`config.mk`:
```
export PLATFORM = sky130hd
export DESIGN_NAME = alu_arbiter_flat
export DESIGN_NICKNAME = d
export VERILOG_FILES = /design/src/rtl/alu_pkg.sv /design/src/rtl/alu_arbiter_if.sv /design/src/rtl/alu_rr_pick.sv /design/src/rtl/alu_arbiter.sv /design/src/flat_wrapper.sv
export SDC_FILE = /design/constraint.sdc
export NUM_CORES = 1
export LEC_CHECK = 0
export ABC_CLOCK_PERIOD_IN_PS = 3670
export BUFFER_PORTS_ARGS = -buffer_cell sky130_fd_sc_hd__buf_2
export CAP_MARGIN = 20
export CORE_AREA = 2 2 167 169
export CTS_BUF_LIST = sky130_fd_sc_hd__clkbuf_4 sky130_fd_sc_hd__clkbuf_8
export DETAILED_ROUTE_END_ITERATION = 8
export DIE_AREA = 0 0 169 171
export PLACE_DENSITY_LB_ADDON = 0.2
export SLEW_MARGIN = 10
export SYNTH_ARGS = -nofsm -noshare
export SYNTH_HDL_FRONTEND = slang
export SYNTH_SLANG_ARGS = --single-unit
```
`constraint.sdc`:
```
create_clock -name clk -period 3.67 [get_ports clk]
set_input_delay 0.1835 -clock clk [delete_from_list [all_inputs] [get_ports clk]]
set_output_delay 0.1835 -clock clk [all_outputs]
set_load 0.1 [all_outputs]
```
`src/rtl/alu_pkg.sv`:
```
// Shared definitions for the ALU arbiter slice.
//   - ALU opcode codes and the highest legal code
//   - flag bit positions inside the {Z,N,C,V} nibble
//   - arbiter FSM state encoding
//   - helper to classify an opcode as legal
package alu_pkg;

  localparam logic [3:0] ALU_ADD  = 4'b0000;
  localparam logic [3:0] ALU_SUB  = 4'b0001;
  localparam logic [3:0] ALU_OR   = 4'b0010;
  localparam logic [3:0] ALU_AND  = 4'b0011;
  localparam logic [3:0] ALU_XOR  = 4'b0100;
  localparam logic [3:0] ALU_SLL  = 4'b0101;
  localparam logic [3:0] ALU_SRL  = 4'b0110;
  localparam logic [3:0] ALU_SLT  = 4'b0111;
  localparam logic [3:0] ALU_SLTU = 4'b1000;

  localparam logic [3:0] ALU_OP_MAX = ALU_SLTU;

  localparam int FLAG_Z = 3;
  localparam int FLAG_N = 2;
  localparam int FLAG_C = 1;
  localparam int FLAG_V = 0;

  typedef enum logic [1:0] {
    IDLE = 2'd0,
    EXEC = 2'd1,
    RESP = 2'd2
  } arb_state_e;

  function automatic logic op_is_legal(input logic [3:0] op);
    return op <= ALU_OP_MAX;
  endfunction

endpackage

```
`src/rtl/alu_arbiter_if.sv`:
```
// Requester-side bus of the ALU arbiter.
//   req_valid/req_ready : per-requester operation handshake (ready one-hot or zero)
//   req_a/req_b         : packed operands, requester i in [i*DATA_W +: DATA_W]
//   req_op              : packed opcodes, requester i in [i*4 +: 4]
//   rsp_valid/rsp_ready : per-requester response handshake (valid one-hot)
//   rsp_result/flags/err: shared response payload
// master = requester side, slave = arbiter side.
interface alu_arbiter_if #(
  parameter int NUM_REQ = 4,
  parameter int DATA_W  = 32
);
  logic [NUM_REQ-1:0]        req_valid;
  logic [NUM_REQ-1:0]        req_ready;
  logic [NUM_REQ*DATA_W-1:0] req_a;
  logic [NUM_REQ*DATA_W-1:0] req_b;
  logic [NUM_REQ*4-1:0]      req_op;
  logic [NUM_REQ-1:0]        rsp_valid;
  logic [NUM_REQ-1:0]        rsp_ready;
  logic [DATA_W-1:0]         rsp_result;
  logic [3:0]                rsp_flags;
  logic                      rsp_err;

  modport master (
    output req_valid, req_a, req_b, req_op, rsp_ready,
    input  req_ready, rsp_valid, rsp_result, rsp_flags, rsp_err
  );

  modport slave (
    input  req_valid, req_a, req_b, req_op, rsp_ready,
    output req_ready, rsp_valid, rsp_result, rsp_flags, rsp_err
  );
endinterface

```
`src/rtl/alu_rr_pick.sv`:
```
// Combinational round-robin picker.
//   valid_i : request vector
//   ptr_i   : index where the search starts (wraps NUM_REQ-1 -> 0)
//   grant_o : one-hot grant of the first asserted valid, zero if none
//   idx_o   : index of the granted requester (0 when none)
module alu_rr_pick #(
  parameter int NUM_REQ = 4,
  parameter int IDX_W   = (NUM_REQ > 1) ? $clog2(NUM_REQ) : 1
) (
  input  logic [NUM_REQ-1:0] valid_i,
  input  logic [IDX_W-1:0]   ptr_i,
  output logic [NUM_REQ-1:0] grant_o,
  output logic [IDX_W-1:0]   idx_o
);

  logic [IDX_W:0]   cand_w;
  logic [IDX_W-1:0] cand;
  logic             found;

  always_comb begin
    grant_o = '0;
    idx_o   = '0;
    found   = 1'b0;
    cand_w  = '0;
    cand    = '0;
    for (int k = 0; k < NUM_REQ; k++) begin
      // ptr_i is always below NUM_REQ, so one conditional subtract is a full modulo
      cand_w = {1'b0, ptr_i} + (IDX_W+1)'(k);
      if (cand_w >= (IDX_W+1)'(NUM_REQ)) begin
        cand_w = cand_w - (IDX_W+1)'(NUM_REQ);
      end
      cand = cand_w[IDX_W-1:0];
      if (!found && valid_i[cand]) begin
        found         = 1'b1;
        grant_o[cand] = 1'b1;
        idx_o         = cand;
      end
    end
  end

endmodule

```
`src/rtl/alu_arbiter.sv`:
```
// Round-robin arbiter/sequencer sharing one registered ALU among NUM_REQ requesters.
//   clk, reset_n        : clock, asynchronous active-low reset
//   bus (slave)         : requester handshakes and shared response bus
//   alu_a/alu_b/alu_ctrl: registered ALU operands and opcode
//   alu_result, alu_z/n/c/v : registered ALU outputs (one-cycle latency)
// Optional build macro ALU_ARB_OPCHK_EN: opcodes above ALU_OP_MAX are answered
// directly with rsp_err=1, result 0 and Z set, without reissuing the ALU.
//
// state | meaning
// IDLE  | arbitrate; grant winner, capture operands
// EXEC  | ALU registers the captured operands
// RESP  | present result to owner until its rsp_ready
module alu_arbiter
  import alu_pkg::*;
#(
  parameter int NUM_REQ = 4,
  parameter int DATA_W  = 32
) (
  input  logic              clk,
  input  logic              reset_n,
  alu_arbiter_if.slave      bus,
  output logic [DATA_W-1:0] alu_a,
  output logic [DATA_W-1:0] alu_b,
  output logic [3:0]        alu_ctrl,
  input  logic [DATA_W-1:0] alu_result,
  input  logic              alu_z,
  input  logic              alu_n,
  input  logic              alu_c,
  input  logic              alu_v
);

  localparam int IDX_W = (NUM_REQ > 1) ? $clog2(NUM_REQ) : 1;

  arb_state_e        state_q, state_d;
  logic [IDX_W-1:0]  ptr_q, ptr_d;
  logic [IDX_W-1:0]  owner_q, owner_d;
  logic [DATA_W-1:0] a_q, a_d;
  logic [DATA_W-1:0] b_q, b_d;
  logic [3:0]        ctrl_q, ctrl_d;

  logic [NUM_REQ-1:0] grant;
  logic [IDX_W-1:0]   win_idx;
  logic [DATA_W-1:0]  a_arr  [NUM_REQ];
  logic [DATA_W-1:0]  b_arr  [NUM_REQ];
  logic [3:0]         op_arr [NUM_REQ];
  logic [3:0]         win_op;

  for (genvar g = 0; g < NUM_REQ; g++) begin : g_unpack
    assign a_arr[g]  = bus.req_a[g*DATA_W +: DATA_W];
    assign b_arr[g]  = bus.req_b[g*DATA_W +: DATA_W];
    assign op_arr[g] = bus.req_op[g*4 +: 4];
  end

  alu_rr_pick #(
    .NUM_REQ (NUM_REQ),
    .IDX_W   (IDX_W)
  ) u_pick (
    .valid_i (bus.req_valid),
    .ptr_i   (ptr_q),
    .grant_o (grant),
    .idx_o   (win_idx)
  );

  assign win_op = op_arr[win_idx];

  assign alu_a    = a_q;
  assign alu_b    = b_q;
  assign alu_ctrl = ctrl_q;

`ifdef ALU_ARB_OPCHK_EN
  logic err_q, err_d;

  always_ff @(posedge clk or negedge reset_n) begin
    if (!reset_n) err_q <= 1'b0;
    else          err_q <= err_d;
  end

  assign bus.rsp_err = (state_q == RESP) && err_q;
`else
  assign bus.rsp_err = 1'b0;
`endif

  always_ff @(posedge clk or negedge reset_n) begin
    if (!reset_n) begin
      state_q <= IDLE;
      ptr_q   <= '0;
      owner_q <= '0;
      a_q     <= '0;
      b_q     <= '0;
      ctrl_q  <= '0;
    end else begin
      state_q <= state_d;
      ptr_q   <= ptr_d;
      owner_q <= owner_d;
      a_q     <= a_d;
      b_q     <= b_d;
      ctrl_q  <= ctrl_d;
    end
  end

  always_comb begin
    state_d        = state_q;
    ptr_d          = ptr_q;
    owner_d        = owner_q;
    a_d            = a_q;
    b_d            = b_q;
    ctrl_d         = ctrl_q;
    bus.req_ready  = '0;
    bus.rsp_valid  = '0;
    bus.rsp_result = '0;
    bus.rsp_flags  = '0;
`ifdef ALU_ARB_OPCHK_EN
    err_d          = err_q;
`endif

    unique case (state_q)
      IDLE: begin
        if (|grant) begin
          bus.req_ready = grant;
          owner_d       = win_idx;
`ifdef ALU_ARB_OPCHK_EN
          if (!op_is_legal(win_op)) begin
            // operands stay untouched so the ALU outputs are not disturbed
            err_d   = 1'b1;
            state_d = RESP;
          end else begin
            a_d     = a_arr[win_idx];
            b_d     = b_arr[win_idx];
            ctrl_d  = win_op;
            state_d = EXEC;
          end
`else
          a_d     = a_arr[win_idx];
          b_d     = b_arr[win_idx];
          ctrl_d  = win_op;
          state_d = EXEC;
`endif
        end
      end

      EXEC: begin
        state_d = RESP;
      end

      RESP: begin
        bus.rsp_valid[owner_q] = 1'b1;
        bus.rsp_result         = alu_result;
        bus.rsp_flags          = {alu_z, alu_n, alu_c, alu_v};
`ifdef ALU_ARB_OPCHK_EN
        if (err_q) begin
          bus.rsp_result        = '0;
          bus.rsp_flags         = '0;
          bus.rsp_flags[FLAG_Z] = 1'b1;
        end
`endif
        if (bus.rsp_ready[owner_q]) begin
          state_d = IDLE;
          ptr_d   = (owner_q == IDX_W'(NUM_REQ-1)) ? '0 : owner_q + 1'b1;
`ifdef ALU_ARB_OPCHK_EN
          err_d   = 1'b0;
`endif
        end
      end

      default: begin
        state_d = IDLE;
      end
    endcase
  end

endmodule

```
`src/flat_wrapper.sv`:
```
// flat-port wrapper written by rule: the top's interface ports become plain ports
module alu_arbiter_flat import alu_pkg::*;
#(
  parameter int NUM_REQ = 4,
  parameter int DATA_W  = 32
)
  (clk, reset_n, alu_a, alu_b, alu_ctrl, alu_result, alu_z, alu_n, alu_c, alu_v, bus_req_valid, bus_req_a, bus_req_b, bus_req_op, bus_rsp_ready, bus_req_ready, bus_rsp_valid, bus_rsp_result, bus_rsp_flags, bus_rsp_err);
  alu_arbiter_if #(.NUM_REQ(NUM_REQ), .DATA_W(DATA_W)) bus_i ();
  input  logic clk;
  input  logic reset_n;
  output logic [DATA_W-1:0] alu_a;
  output logic [DATA_W-1:0] alu_b;
  output logic [3:0] alu_ctrl;
  input  logic [DATA_W-1:0] alu_result;
  input  logic alu_z;
  input  logic alu_n;
  input  logic alu_c;
  input  logic alu_v;
  input wire logic [$bits(bus_i.req_valid)-1:0] bus_req_valid;
  input wire logic [$bits(bus_i.req_a)-1:0] bus_req_a;
  input wire logic [$bits(bus_i.req_b)-1:0] bus_req_b;
  input wire logic [$bits(bus_i.req_op)-1:0] bus_req_op;
  input wire logic [$bits(bus_i.rsp_ready)-1:0] bus_rsp_ready;
  output wire logic [$bits(bus_i.req_ready)-1:0] bus_req_ready;
  output wire logic [$bits(bus_i.rsp_valid)-1:0] bus_rsp_valid;
  output wire logic [$bits(bus_i.rsp_result)-1:0] bus_rsp_result;
  output wire logic [$bits(bus_i.rsp_flags)-1:0] bus_rsp_flags;
  output wire logic [$bits(bus_i.rsp_err)-1:0] bus_rsp_err;
  assign bus_i.req_valid = bus_req_valid;
  assign bus_i.req_a = bus_req_a;
  assign bus_i.req_b = bus_req_b;
  assign bus_i.req_op = bus_req_op;
  assign bus_i.rsp_ready = bus_rsp_ready;
  assign bus_req_ready = bus_i.req_ready;
  assign bus_rsp_valid = bus_i.rsp_valid;
  assign bus_rsp_result = bus_i.rsp_result;
  assign bus_rsp_flags = bus_i.rsp_flags;
  assign bus_rsp_err = bus_i.rsp_err;
  alu_arbiter #(.NUM_REQ(NUM_REQ), .DATA_W(DATA_W)) u_core (.clk(clk), .reset_n(reset_n), .bus(bus_i), .alu_a(alu_a), .alu_b(alu_b), .alu_ctrl(alu_ctrl), .alu_result(alu_result), .alu_z(alu_z), .alu_n(alu_n), .alu_c(alu_c), .alu_v(alu_v));
endmodule
```
=== Word level (Yosys, flattened, before mapping) ===
Cells that the tools add are included.

* Flip-flop bits (word level): 74
* Word-level logic and storage cells: 107

* Add/subtract/negate cells: 8
* Magnitude comparators: 15
* Equality and inequality tests: 5
* Multiplexer cells: 53
* Bitwise operators: 4
* Reduce and logical (&&, ||, !) cells: 16

{| class="wikitable"
|+ Operators by type and width
! cell !! count
|-
| 32-bit 2-to-1 mux || 5
|-
| 32-bit binary-select mux with 2-bit select || 2
|-
| 4-bit 2-to-1 mux || 10
|-
| 2-bit 2-to-1 mux || 11
|-
| 2-bit by 3-bit less-than comparator with 1-bit output, second input constant || 5
|-
| 1-bit 2-to-1 mux || 13
|-
| 3-bit >= comparator, second input constant || 4
|-
| 4-bit OR || 3
|-
| 1-bit binary-select mux with 2-bit select || 5
|-
| 1-bit demux with 2-bit select || 5
|-
| 2-bit by 1-bit >= comparator with 1-bit output, second input constant || 5
|-
| 4-bit binary-select mux with 2-bit select || 1
|-
| 1-bit logical AND || 8
|-
| 2-bit by 1-bit subtractor with 2-bit output, second input constant || 4
|-
| 2-bit by 2-bit adder with 3-bit output, second input constant || 2
|-
| 2-bit case mux with 3 select lines || 1
|-
| 2-bit AND reduction || 3
|-
| 2-bit equality test, second input constant || 2
|-
| 2-bit by 1-bit inequality test with 1-bit output, second input constant || 2
|-
| 4-bit OR reduction || 1
|-
| 2-bit by 1-bit adder with 3-bit output, second input constant || 1
|-
| 2-bit by 3-bit >= comparator with 1-bit output, second input constant || 1
|-
| 1-bit zero test || 3
|-
| 2-bit inverter with 3-bit output || 1
|-
| other kinds (3) || 3
|}

=== Logic depth before layout (Yosys ltp) ===
* Depth in word-level cells: 18
* Depth in mapped cells: 14
* Mapped depth without buffers: 9

=== By module ===
Synthesis repeated with hierarchy kept, for this count alone.

* Cell total of the unflattened synthesis: 356
* Area, all modules: 5,283.8 um2

{| class="wikitable"
|+ Modules (own cells, without submodules)
! module !! instances !! cells an instance !! area an instance (um2)
|-
| alu_arbiter || 1 || 308 || 4,844.6
|-
| alu_rr_pick || 1 || 48 || 439.2
|}

=== Worst setup path before layout ===
Ideal clock, no wire load.

* Path type: register to output
* From: register u_core.ptr_q[0]
* To: output bus_req_ready[0]
* Arrival: 3,721 ps
* Required time: 3,487 ps
* Path slack: -234 ps
* Stages on the path, launching flop included: 12
* Path buffers: 3
* Cells stage by stage: dfrtp_1 buf_2 buf_2 inv_1 ha_1 clkbuf_1 or3_1 nor2_1 a31oi_1 o22ai_2 nand2_1 a21oi_1

* Longest elaborated chain between the ends: 17
* Elaborated cells between the ends (all ways): 62
* Those cells by class: add/sub (7); order compare (12); mux (29); bitwise (3); reduce/logical (11)

{| class="wikitable"
|+ RTL lines
! what !! RTL line !! RTL
|-
| from (decl) || alu_arbiter.sv:35 || <nowiki>logic [IDX_W-1:0] ptr_q, ptr_d;</nowiki>
|-
| from (signal assigned) || alu_arbiter.sv:93 || <nowiki>ptr_q <= ptr_d;</nowiki>
|-
| parallel branches: the longest is 13 deep, another holds 2-bit by 1-bit adder with 3-bit output || -- ||
|-
| 4-bit 2-to-1 mux (*) || alu_rr_pick.sv:33 || <nowiki>if (!found && valid_i[cand]) begin</nowiki>
|-
| 4-bit OR reduction || alu_arbiter.sv:118 || <nowiki>if (|grant) begin</nowiki>
|-
| 4-bit 2-to-1 mux (*) || alu_arbiter.sv:118 ||
|-
| 4-bit 2-to-1 mux (*) || alu_arbiter.sv:116 || <nowiki>unique case (state_q)</nowiki>
|-
| to (decl) || flat_wrapper.sv:24 || <nowiki>output wire logic [$bits(bus_i.req_ready)-1:0] bus_req_ready;</nowiki>
|}

Every way passes the cells marked *. The select of a mux whose other input is x is not followed.

=== Final worst setup path ===
* From: register u_core.ptr_q[1]
* To: output bus_req_ready[3]

Same word-level chain as after synthesis.

==> impl_metrics.ini <==
[outcome]
status = complete, no violations

[layout]
n_antenna_cell = 0
area_delta_synth_final_pct = 47.31
fin_nets = 1262
drive_above_1_share = 0.5048

[logic_synthesis]
netlist_area_um2 = 5842
async_flop_share = 1.000
synth-edff-count = 0
synth_largest_area_cell = mux2i_1
synth.area.top_cells = mux2i_1 (36%), dfrtp_1 (32%), mux2_1 (13%)
ys_warn_count = 0
ys_top_cells_by_count = mux2i_1 (211), dfrtp_1 (74), mux2_1 (70), and2_1 (41), buf_2 (33)
syn_area_per_cell_um2 = 11.13
ys_ff_latch = 74
yosysMostFrequentCell = mux2i_1
yosys_most_used_dff = dfrtp_1
ys_types = 45
syn_inst = 525
yosysTopAreaCellShare = 0.3615
ys_seq_area_frac = 0.3170
syn_nets = 854

[routing]
ant_nets = 0
drc_errors = 0
wl_met3_mm = 1.355
drtIter0Drc = 109
first_pass_iters = 4
routedWlPerCell_um = 15.09
maxUsedRoutingLayer = met4
wl_met2_mm = 10.35
viasPerCell = 4.323
totalWireLength_mm = 19.36
wl_met1_mm = 7.459
vias = 5546

[grt]
groute.usage.overall = 0.1291
grt_max_degree = 75
grt_pass1_vias = 5580
overflow = 0
antenna_found_initial = 0
grt_pass1_wl_mm = 29.28

[critical_path]
critPathCaptureType = primary output
crit_arrival_ns = 2.95
crit_type = reg -> out
cp.required_ns = 3.49
cp-start-kind = flip-flop
critPathMaxFanout = 9

[timing]
worstMarginPinSlew_ns = 0.6756
timing.final.crit_period_ns = 3.136
setup_violations = 0
rsz0062_at_grt = false
finalMaxSlewViolations = 0
fmax_mhz = 318.8
finalCritPeriodShare = 0.8546
skew_ns = 0.01352
setup_tns_ns = 0
hold_viol_final = 0
relSlewSlack = 0.5367

[clocking]
cts_buffers = 9
postCtsResizedCells = 0
cts_tree = built
clockBufferDepth = 2
h-tree-depth = 3
clock_latency_ns = 0.36
clk_pin_slew_ns = 0.09
clock_sinks = 74
cts-root-buf = clkbuf_8

[min_path]
min_path_type = in -> reg

[die]
start_util = 0.2138
io_pins = 431
core.rowCount = 61
die_w_um = 169
core_um2 = 27320
fp.dieH_um = 171
dieArea_um2 = 28900

[run]
maxCapViolCount = 0

[placed_design]
place.gp.congestion = 0.7548
dpl.hpwl_mm = 15.74
numPortBuffers = 429
area by class of cell:
cell class,instances,area [um^2]
Tap cell,346,432.9
Clock buffer,9,123.9
Timing Repair Buffer,440,2297
Sequential cell,74,1852
Clock inverter,6,67.56
Inverter,7,26.28
Multi-Input combinational cell,401,3806
Fill cell,2954,18720
stage by stage:
step	area (um^2)	setup WS, ns	util	instances	hold WS [ns]
floorplan	5854	0.3733	-	525	-0.1121
global placement	8399	0.6630	0.3074	1267	0.2863
detailed placement	8399	0.6113	0.3074	1267	0.2866
CTS	8601	0.5489	0.3148	1283	0.2005
global route	8606	0.2741	0.3150	1283	0.2225
finish	8606	0.5336	0.3150	1283	0.2274
metal layers:
layer  up-vias  global-route usage
met5         -                   0
met4         0             0.03196
met3         9             0.03539
met2       208              0.2414
met1      2611              0.1448
li1       2718                   -
kinds of logic after synthesis:
logic type | count (synthesis) | synth area share
AO/OA/AOI/OAI | 30 | 0.04070
adder cells (fa/ha/maj) | 11 | 0.02356
buffers and inverters | 50 | 0.04133
flip-flops | 74 | 0.3170
multiplexers | 286 | 0.5085
other | 1 | 0.0006419
AND/OR/NAND/NOR | 73 | 0.06832
registers in the layout (all words and copies together) (netlist names):
| register | flops |
|---|---|
| u_core.ptr_q | 2 |
| u_core.state_q | 2 |
| u_core.alu_ctrl | 4 |
| u_core.alu_a | 32 |
| u_core.owner_q | 2 |
| u_core.alu_b | 32 |
worst max-delay path, cell delays in order, from the launching register on:
cell	delay (ns)
dfrtp_1	0.38
inv_1	0.14
ha_1	0.36
or3_1	0.49
nor2_1	0.12
a31oi_1	0.06
o22ai_2	0.27
nand2_1	0.11
a21oi_2	0.20
buf_2	0.46
final timing paths:
kind / startpoint / end / slack (ns) / cells after the start
max reg2reg: u_core.ptr_q[1]$_DFFE_PN0P_ / u_core.alu_b[8]$_DFFE_PN0P_ / 0.59 / 10
min in group asynchronous: reset_n / u_core.alu_b[6]$_DFFE_PN0P_ / 0.39 / 2
max: u_core.ptr_q[1]$_DFFE_PN0P_ / bus_req_ready[3] / 0.53 / 9
min: bus_req_op[3] / u_core.alu_ctrl[3]$_DFFE_PN0P_ / 0.23 / 4
max in group asynchronous: reset_n / u_core.alu_a[4]$_DFFE_PN0P_ / 2.43 / 3
min reg2reg: u_core.alu_a[3]$_DFFE_PN0P_ / u_core.alu_a[3]$_DFFE_PN0P_ / 0.48 / 1
cells in the final DEF (no fill, tap or decap), types with 2 or more instances in the layout:
master / count
and2_1: 41
buf_4: 6
a21oi_1: 2
nand2b_1: 2
mux2_1: 70
mux2_2: 3
buf_2: 428
o21ai_0: 2
o22ai_1: 2
buf_12: 5
or2_2: 2
a211oi_1: 2
nand2_1: 8
a21oi_2: 2
clkinvlp_4: 2
o21ai_1: 4
ha_1: 11
inv_1: 6
dfrtp_1: 74
nor2_2: 2
mux2i_1: 211
a221o_1: 2
nor2_1: 12
clkbuf_8: 9
timing repair:
action                    in CTS  in global routing
hold buffers                   1                  0
setup buffers                  0                  0
hold endpoints to repair      52                  0
Power is not shown: default switching activity piles up to over one toggle a cycle in this logic, so the estimate is an artifact.
